--- src/rtl/bcd_seg_display.sv ---
// Serial double-dabble binary-to-BCD converter driving active-low 7-segment digits.
// Optional leading-zero blanking is enabled by defining BCD_SEG_BLANK_EN.
`timescale 1ns/1ps
module bcd_seg_display #(
    parameter int WIDTH  = 8,
    parameter int DIGITS = 3
) (
    input  logic                  clk,
    input  logic                  reset_n,
    input  logic                  in_valid,
    input  logic [WIDTH-1:0]      in_value,
    output logic                  in_ready,
    output logic [7*DIGITS-1:0]   seg,
    output logic                  done,
    output logic                  overflow
);

    localparam int              BCD_W     = 4 * DIGITS;
    localparam int              CNT_W     = $clog2(WIDTH + 1);
    localparam logic [31:0]     MAX_VAL   = 32'(10 ** DIGITS - 1);
    localparam logic [CNT_W-1:0] LAST_STEP = CNT_W'(WIDTH - 1);

    localparam logic [6:0] SEG_ZERO  = 7'b1000000;
    localparam logic [6:0] SEG_DASH  = 7'b0111111;
`ifdef BCD_SEG_BLANK_EN
    localparam logic [6:0] SEG_BLANK = 7'b1111111;
`endif

    typedef enum logic [1:0] {IDLE, SHIFT, LATCH} state_t;

    state_t             state_reg, state_next;
    logic [WIDTH-1:0]   shreg_reg;
    logic [BCD_W-1:0]   bcd_reg;
    logic [BCD_W-1:0]   bcd_adj;
    logic [CNT_W-1:0]   step_reg;
    logic               ovf_pend_reg;
    logic               done_reg;
    logic               overflow_reg;

    function automatic logic [6:0] digit_seg(input logic [3:0] nib);
        case (nib)
            4'd0:    digit_seg = 7'b1000000;
            4'd1:    digit_seg = 7'b1111001;
            4'd2:    digit_seg = 7'b0100100;
            4'd3:    digit_seg = 7'b0110000;
            4'd4:    digit_seg = 7'b0011001;
            4'd5:    digit_seg = 7'b0010010;
            4'd6:    digit_seg = 7'b0000010;
            4'd7:    digit_seg = 7'b1111000;
            4'd8:    digit_seg = 7'b0000000;
            4'd9:    digit_seg = 7'b0011000;
            default: digit_seg = SEG_DASH;
        endcase
    endfunction

    always_ff @(posedge clk or negedge reset_n) begin
        if (!reset_n) state_reg <= IDLE;
        else          state_reg <= state_next;
    end

    always_comb begin
        state_next = state_reg;
        case (state_reg)
            IDLE:    if (in_valid) state_next = SHIFT;
            SHIFT:   if (step_reg == LAST_STEP) state_next = LATCH;
            LATCH:   state_next = IDLE;
            default: state_next = IDLE;
        endcase
    end

    always_comb begin
        in_ready = (state_reg == IDLE);
    end

    // Add-3 correction applied to every nibble before each shift.
    generate
        for (genvar gi = 0; gi < DIGITS; gi++) begin : g_adj
            assign bcd_adj[4*gi +: 4] = (bcd_reg[4*gi +: 4] >= 4'd5)
                                        ? bcd_reg[4*gi +: 4] + 4'd3
                                        : bcd_reg[4*gi +: 4];
        end
    endgenerate

    always_ff @(posedge clk or negedge reset_n) begin
        if (!reset_n) begin
            shreg_reg    <= '0;
            bcd_reg      <= '0;
            step_reg     <= '0;
            ovf_pend_reg <= 1'b0;
        end else begin
            case (state_reg)
                IDLE: if (in_valid) begin
                    shreg_reg    <= in_value;
                    bcd_reg      <= '0;
                    step_reg     <= '0;
                    ovf_pend_reg <= ({{(32-WIDTH){1'b0}}, in_value} > MAX_VAL);
                end
                SHIFT: begin
                    // Carry out of the top nibble is dropped; ovf_pend covers that case.
                    bcd_reg   <= {bcd_adj[BCD_W-2:0], shreg_reg[WIDTH-1]};
                    shreg_reg <= shreg_reg << 1;
                    step_reg  <= step_reg + 1'b1;
                end
                default: ;
            endcase
        end
    end

    always_ff @(posedge clk or negedge reset_n) begin
        if (!reset_n) begin
            done_reg     <= 1'b0;
            overflow_reg <= 1'b0;
        end else begin
            done_reg <= (state_reg == LATCH);
            if (state_reg == LATCH) overflow_reg <= ovf_pend_reg;
        end
    end

    assign done     = done_reg;
    assign overflow = overflow_reg;

`ifdef BCD_SEG_BLANK_EN
    // lead_zero[gi]: this nibble and every nibble above it are zero.
    logic [DIGITS:0] lead_zero;
    assign lead_zero[DIGITS] = 1'b1;
    generate
        for (genvar gi = 0; gi < DIGITS; gi++) begin : g_lz
            assign lead_zero[gi] = (bcd_reg[4*gi +: 4] == 4'd0) && lead_zero[gi+1];
        end
    endgenerate
`endif

    generate
        for (genvar gi = 0; gi < DIGITS; gi++) begin : g_dig
            logic [6:0] seg_reg;
            logic [6:0] seg_next;
`ifdef BCD_SEG_BLANK_EN
            localparam logic [6:0] RST_SEG = (gi == 0) ? SEG_ZERO : SEG_BLANK;
            always_comb begin
                if (ovf_pend_reg)                  seg_next = SEG_DASH;
                else if (gi != 0 && lead_zero[gi]) seg_next = SEG_BLANK;
                else                               seg_next = digit_seg(bcd_reg[4*gi +: 4]);
            end
`else
            localparam logic [6:0] RST_SEG = SEG_ZERO;
            always_comb begin
                if (ovf_pend_reg) seg_next = SEG_DASH;
                else              seg_next = digit_seg(bcd_reg[4*gi +: 4]);
            end
`endif
            always_ff @(posedge clk or negedge reset_n) begin
                if (!reset_n)               seg_reg <= RST_SEG;
                else if (state_reg == LATCH) seg_reg <= seg_next;
            end
            assign seg[7*gi +: 7] = seg_reg;
        end
    endgenerate

endmodule

--- config.mk ---
export PLATFORM = sky130hd
export DESIGN_NAME = bcd_seg_display
export DESIGN_NICKNAME = d
export VERILOG_FILES = /design/src/rtl/bcd_seg_display.sv
export SDC_FILE = /design/constraint.sdc
export NUM_CORES = 1
export LEC_CHECK = 0
export ABC_AREA = 1
export CELL_PAD_IN_SITES_DETAIL_PLACEMENT = 1
export CELL_PAD_IN_SITES_GLOBAL_PLACEMENT = 1
export CORE_MARGIN = 5
export CORE_UTILIZATION = 30
export DETAILED_ROUTE_END_ITERATION = 16
export PLACE_DENSITY = 0.72
export SLEW_MARGIN = 15
export SYNTH_ARGS = -nofsm -noshare
export SYNTH_HDL_FRONTEND = slang
export SYNTH_SLANG_ARGS = --single-unit
export TNS_END_PERCENT = 10
--- constraint.sdc ---
create_clock -name clk -period 3.2 [get_ports clk]
set_input_delay 0.64 -clock clk [delete_from_list [all_inputs] [get_ports clk]]
set_output_delay 0.64 -clock clk [all_outputs]
set_load 0.05 [all_outputs]
======== Word level (Yosys, flattened, before mapping) ========
Memories as Yosys holds them, arrays and structs flattened. A register that Yosys moved wholly into a read port is not among the register bits.
Index checks and enable logic that the tools add are counted.
operators by class
  eq/ne operators ......................... 5
  $lt $le $gt $ge ......................... 3
  reduce and logical (&&, ||, !) cells .... 7
  $add $sub $neg .......................... 4
  multiplexer cells ....................... 12
operators with widths
  operator                                              count
  one-hot mux 12 bit (2 select lines)                   1
  one-hot mux 8 bit (2 select lines)                    1
  >= comparator 4 x 3 -> 1 bit (second input constant)  3
  two-way mux 12 bit                                    1
  two-way mux 4 bit                                     3
  adder 4 x 2 -> 4 bit (second input constant)          2
  two-way mux 8 bit                                     1
  one-hot mux 4 bit (2 select lines)                    1
  adder 4 x 1 -> 4 bit (second input constant)          1
  equality test 4 x 3 -> 1 bit (second input constant)  1
  two-way mux 2 bit                                     2
  inequality test 2 bit (second input constant)         2
  one-hot mux 2 bit (2 select lines)                    1
  AND reduction 2 bit                                   2
  adder 3 x 2 -> 3 bit (second input constant)          1
  zero test 1 bit                                       3
  two-way mux 3 bit                                     1
  equality test 2 x 1 -> 1 bit (second input constant)  1
  equality test 2 bit (second input constant)           1
  zero test 2 bit                                       1
  nonzero test 2 bit                                    1
storage, ports and cells
  memories kept ........................... 3
  output and inout port bits .............. 24
  memory bits (read-only) ................. 336
  bits in registers ....................... 27
  word-level logic and storage cells ...... 39
  input port bits ......................... 11
memories
  memory            words  bits a word  rd ports  clocked after Yosys merged registers in  wr ports  RTL line  source
  (name not given)  16     7            1         1                                        0         41        case (nib)
  (name not given)  16     7            1         1                                        0         41
  (name not given)  16     7            1         1                                        0         41

======== Logic depth before layout (Yosys ltp) ========
  word-level depth ........................ 3
  mapped depth ............................ 8
  mapped depth without buffers ............ 8

======== Worst setup path before layout ========
No wires, ideal clock.
  kind .................................... register to output
  from .................................... register state_reg[1]
  to ...................................... output port in_ready
  path slack .............................. 1.476 ns
  arrival ................................. 1.084 ns
  path buffers ............................ 0
  data required time ...................... 2.560 ns
  cell stages (with the launch flop) ...... 2
  cells stage by stage .................... dfrtp_1 > nor2_1
between the ends
  word-level cells in the longest chain between the ends .. 1
RTL lines
  element                   RTL line  source
  start: declaration        31        state_t state_reg, state_next;
  start signal: assignment  58        else state_reg <= state_next;
  zero test 2 bit           72        in_ready = (state_reg == IDLE);
  end: declaration          12        output logic in_ready,
No other way between the ends.

======== Worst setup path after layout ========
  from .................................... register state_reg[0]
  to ...................................... output port in_ready
Same word-level chain as after synthesis.

==> metrics.txt <==
drt total wl=about 6 mm; setup bufs post-CTS=0; initial antenna violation count=0; Final #Nets=387; Leakage=0.00155 uW; Worst Tran Pin Value=roughly 0.7 ns; Worst path slowest cell=clkdlybuf4s50_1; Peak Freq=around 430 MHz; Cells after Synth=~330; CP Max Fanout=5; wire per inst=about 13 um; run status=finished clean; GPL Wtd Cong=0.829; CP delay by family, top=buffers and inverters; I/O pin count=35; Worst EP arrival=around 1.7 ns; DR vias/cell=approximately 4.6; CP endpoint kind=output pin; Root Buffer Master=clkbuf_8; # DRC=0; final hold violation count=0; TritonCTS clock tree=done; Row Count=34; endpoints failing setup=0; most frequent cell after synthesis=nand2_1; initial DRC count=53; die width=103 um; max reg flops=21; Final min period=~2.3 ns; Via Count=between 2,000 and 2,500; CTS Buf Count=5; first-pass GRT wire length=approximately 11 mm; setup_tns=0 ns; Initial Utilization=0.303; RSZ-0062 raised after global routing=no; crit path launch type=flip-flop; Mapped Nets=about 350; Total GRT Usage=0.125; crit path kind=reg -> out; Final Max Tran Viols=0; Seq/Total Area, Yosys=0.462; Max IR drop VDD=0.363 mV; Skew-Pair Late Insertion Delay=0.31 ns; top post-synthesis cells by area=dfrtp_1, nand2_1, ha_1, nand3_1, inv_1; DP Wirelength=approximately 4.4 mm; top post-synthesis cells by count=nand2_1, dfrtp_1, nand3_1, inv_1, o21ai_0; drt pass-1 iters=4; Synth-to-Final Area Change=19.6%; Pwr Density=1100 nW/um2; hold crit path type=in -> async; Syn. warnings=0; relative slew slack=0.542; Worst-path clk slew=approximately 0.09 ns; GRT Residual Overflow=0; Worst EP required=about 2.6 ns; Core ar.=between 8000 and 9000 um2; ratio of cells with drive above 1 in the final layout=0.0669; EDFF count, synth=0; Die Y=between 100 and 150 um; largest net degree at the start of global routing=approximately 50; Die ar.=~11,000 um2; Netlist cell types=27; number of global-route vias before repair=approximately 2,300; post-synthesis register bit count=48; CTS Sinks=48; Resized cells post-CTS=0; Routed Antenna Nets=0; top_reg_cell synth=dfrtp_1; CP peak stage delay=about 0.8 ns; diode count=0; crit-path cells=nor2_1, clkdlybuf4s50_1; fin crit share=0.728; hold_buf cts=0; area leader, netlist=dfrtp_1; Max-Cap Viols=0; placed cell area=3000 um2; ys async rst share=1.00; design area=~3100 um2; clk buf depth=2; H-Tree Depth=2; post-synth top area share=0.432; Buf/Inv on CP=1; PortBufs=33; Layout Skew=~0.0058 ns; Post-Syn Area=approximately 2600 um2; syn_area_per_cell=8.02 um2
-- cells by family (layout without fill, tap and decap cells) --
logic type      after synthesis  in the layout  share of synthesized area
compound gates               42             42                     0.0878
fa+ha+maj                    18             18                     0.0864
buf+inv                      48             82                     0.0883
flops                        48             48                      0.462
other cells                   1              1                    0.00144
simple gates                168            168                      0.274
-- cell usage in the layout (no fill, tap or decap), drive strengths merged, types with 4 or more instances in the layout --
cell / count
clkbuf: 5
nand2: 104
inv: 39
o211ai: 4
dfrtp: 45
a21oi: 9
clkdlybuf4s50: 32
nand3: 40
o21ai: 25
ha: 18
nor2: 22
-- per-stage QoR --
| stage | worst slack (ns) | hold WS, ns | total power [uW] | cells | util |
|---|---|---|---|---|---|
| 5_1_grt | 0.795 | 0.392 | 3750 | 467 | 0.363 |
| 3_5_place_dp | 1.21 | 0.459 | 3010 | 459 | 0.350 |
| 6_report | 0.871 | 0.333 | 3420 | 467 | 0.363 |
| 4_1_cts | 0.839 | 0.475 | 3480 | 467 | 0.363 |
| 2_1_floorplan | 1.48 | 0.344 | 2490 | 325 | - |
| 3_3_place_gp | 1.21 | 0.454 | 2950 | 459 | 0.350 |
-- routing by layer --
metal	share of wire	vias to the layer above	GRT usage
li1	-	1098	-
met5	0	-	0
met1	0.49	1015	0.166
met3	0.026	9	0.0188
met4	0.017	0	0.0478
met2	0.47	32	0.204
-- final cells by class --
cell class,count,area [um2]
repair buffers,35,343
clock inverters,3,42.5
inverters,39,151
flip-flops and latches,48,1200
fillers,1061,5480
well taps,108,135
clock buffers,5,68.8
multi-input cells,229,1170
-- worst register-to-register path: cells and delay by family (launching register included) --
family / cells / cell delay (ns)
AO/OA/AOI/OAI: 2 / 0.37
buffers and inverters: 2 / 0.64
flip-flops: 1 / 0.44
AND/OR/NAND/NOR: 1 / 0.10
-- final timing paths --
check                                                startpoint                              end  slack, ns  cells after the start
worst max-delay path                   state_reg[0]$_DFFE_PN0P_                         in_ready       0.87                      2
worst min-delay path                                    reset_n  g_dig[0].seg_reg[1]$_DFFE_PN0P_       0.33                      1
worst max register to register         state_reg[1]$_DFFE_PN0P_          step_reg[2]$_DFFE_PN0P_       1.58                      5
worst min register to register  g_dig[2].seg_reg[6]$_DFFE_PN1P_  g_dig[2].seg_reg[6]$_DFFE_PN1P_       0.47                      2
max in group asynchronous                               reset_n  g_dig[1].seg_reg[6]$_DFFE_PN1P_       2.30                      2
min in group clk                g_dig[2].seg_reg[6]$_DFFE_PN1P_  g_dig[2].seg_reg[6]$_DFFE_PN1P_       0.47                      2
-- power by group --
part / internal [uW] / total (uW) / switching (uW)
logic: 630 / 1850 / 1220
clock network: 232 / 450 / 218
registers: 881 / 1120 / 240
total: 1740 / 3420 / 1680
No activity file was read; power rests on OpenSTA's default activity.
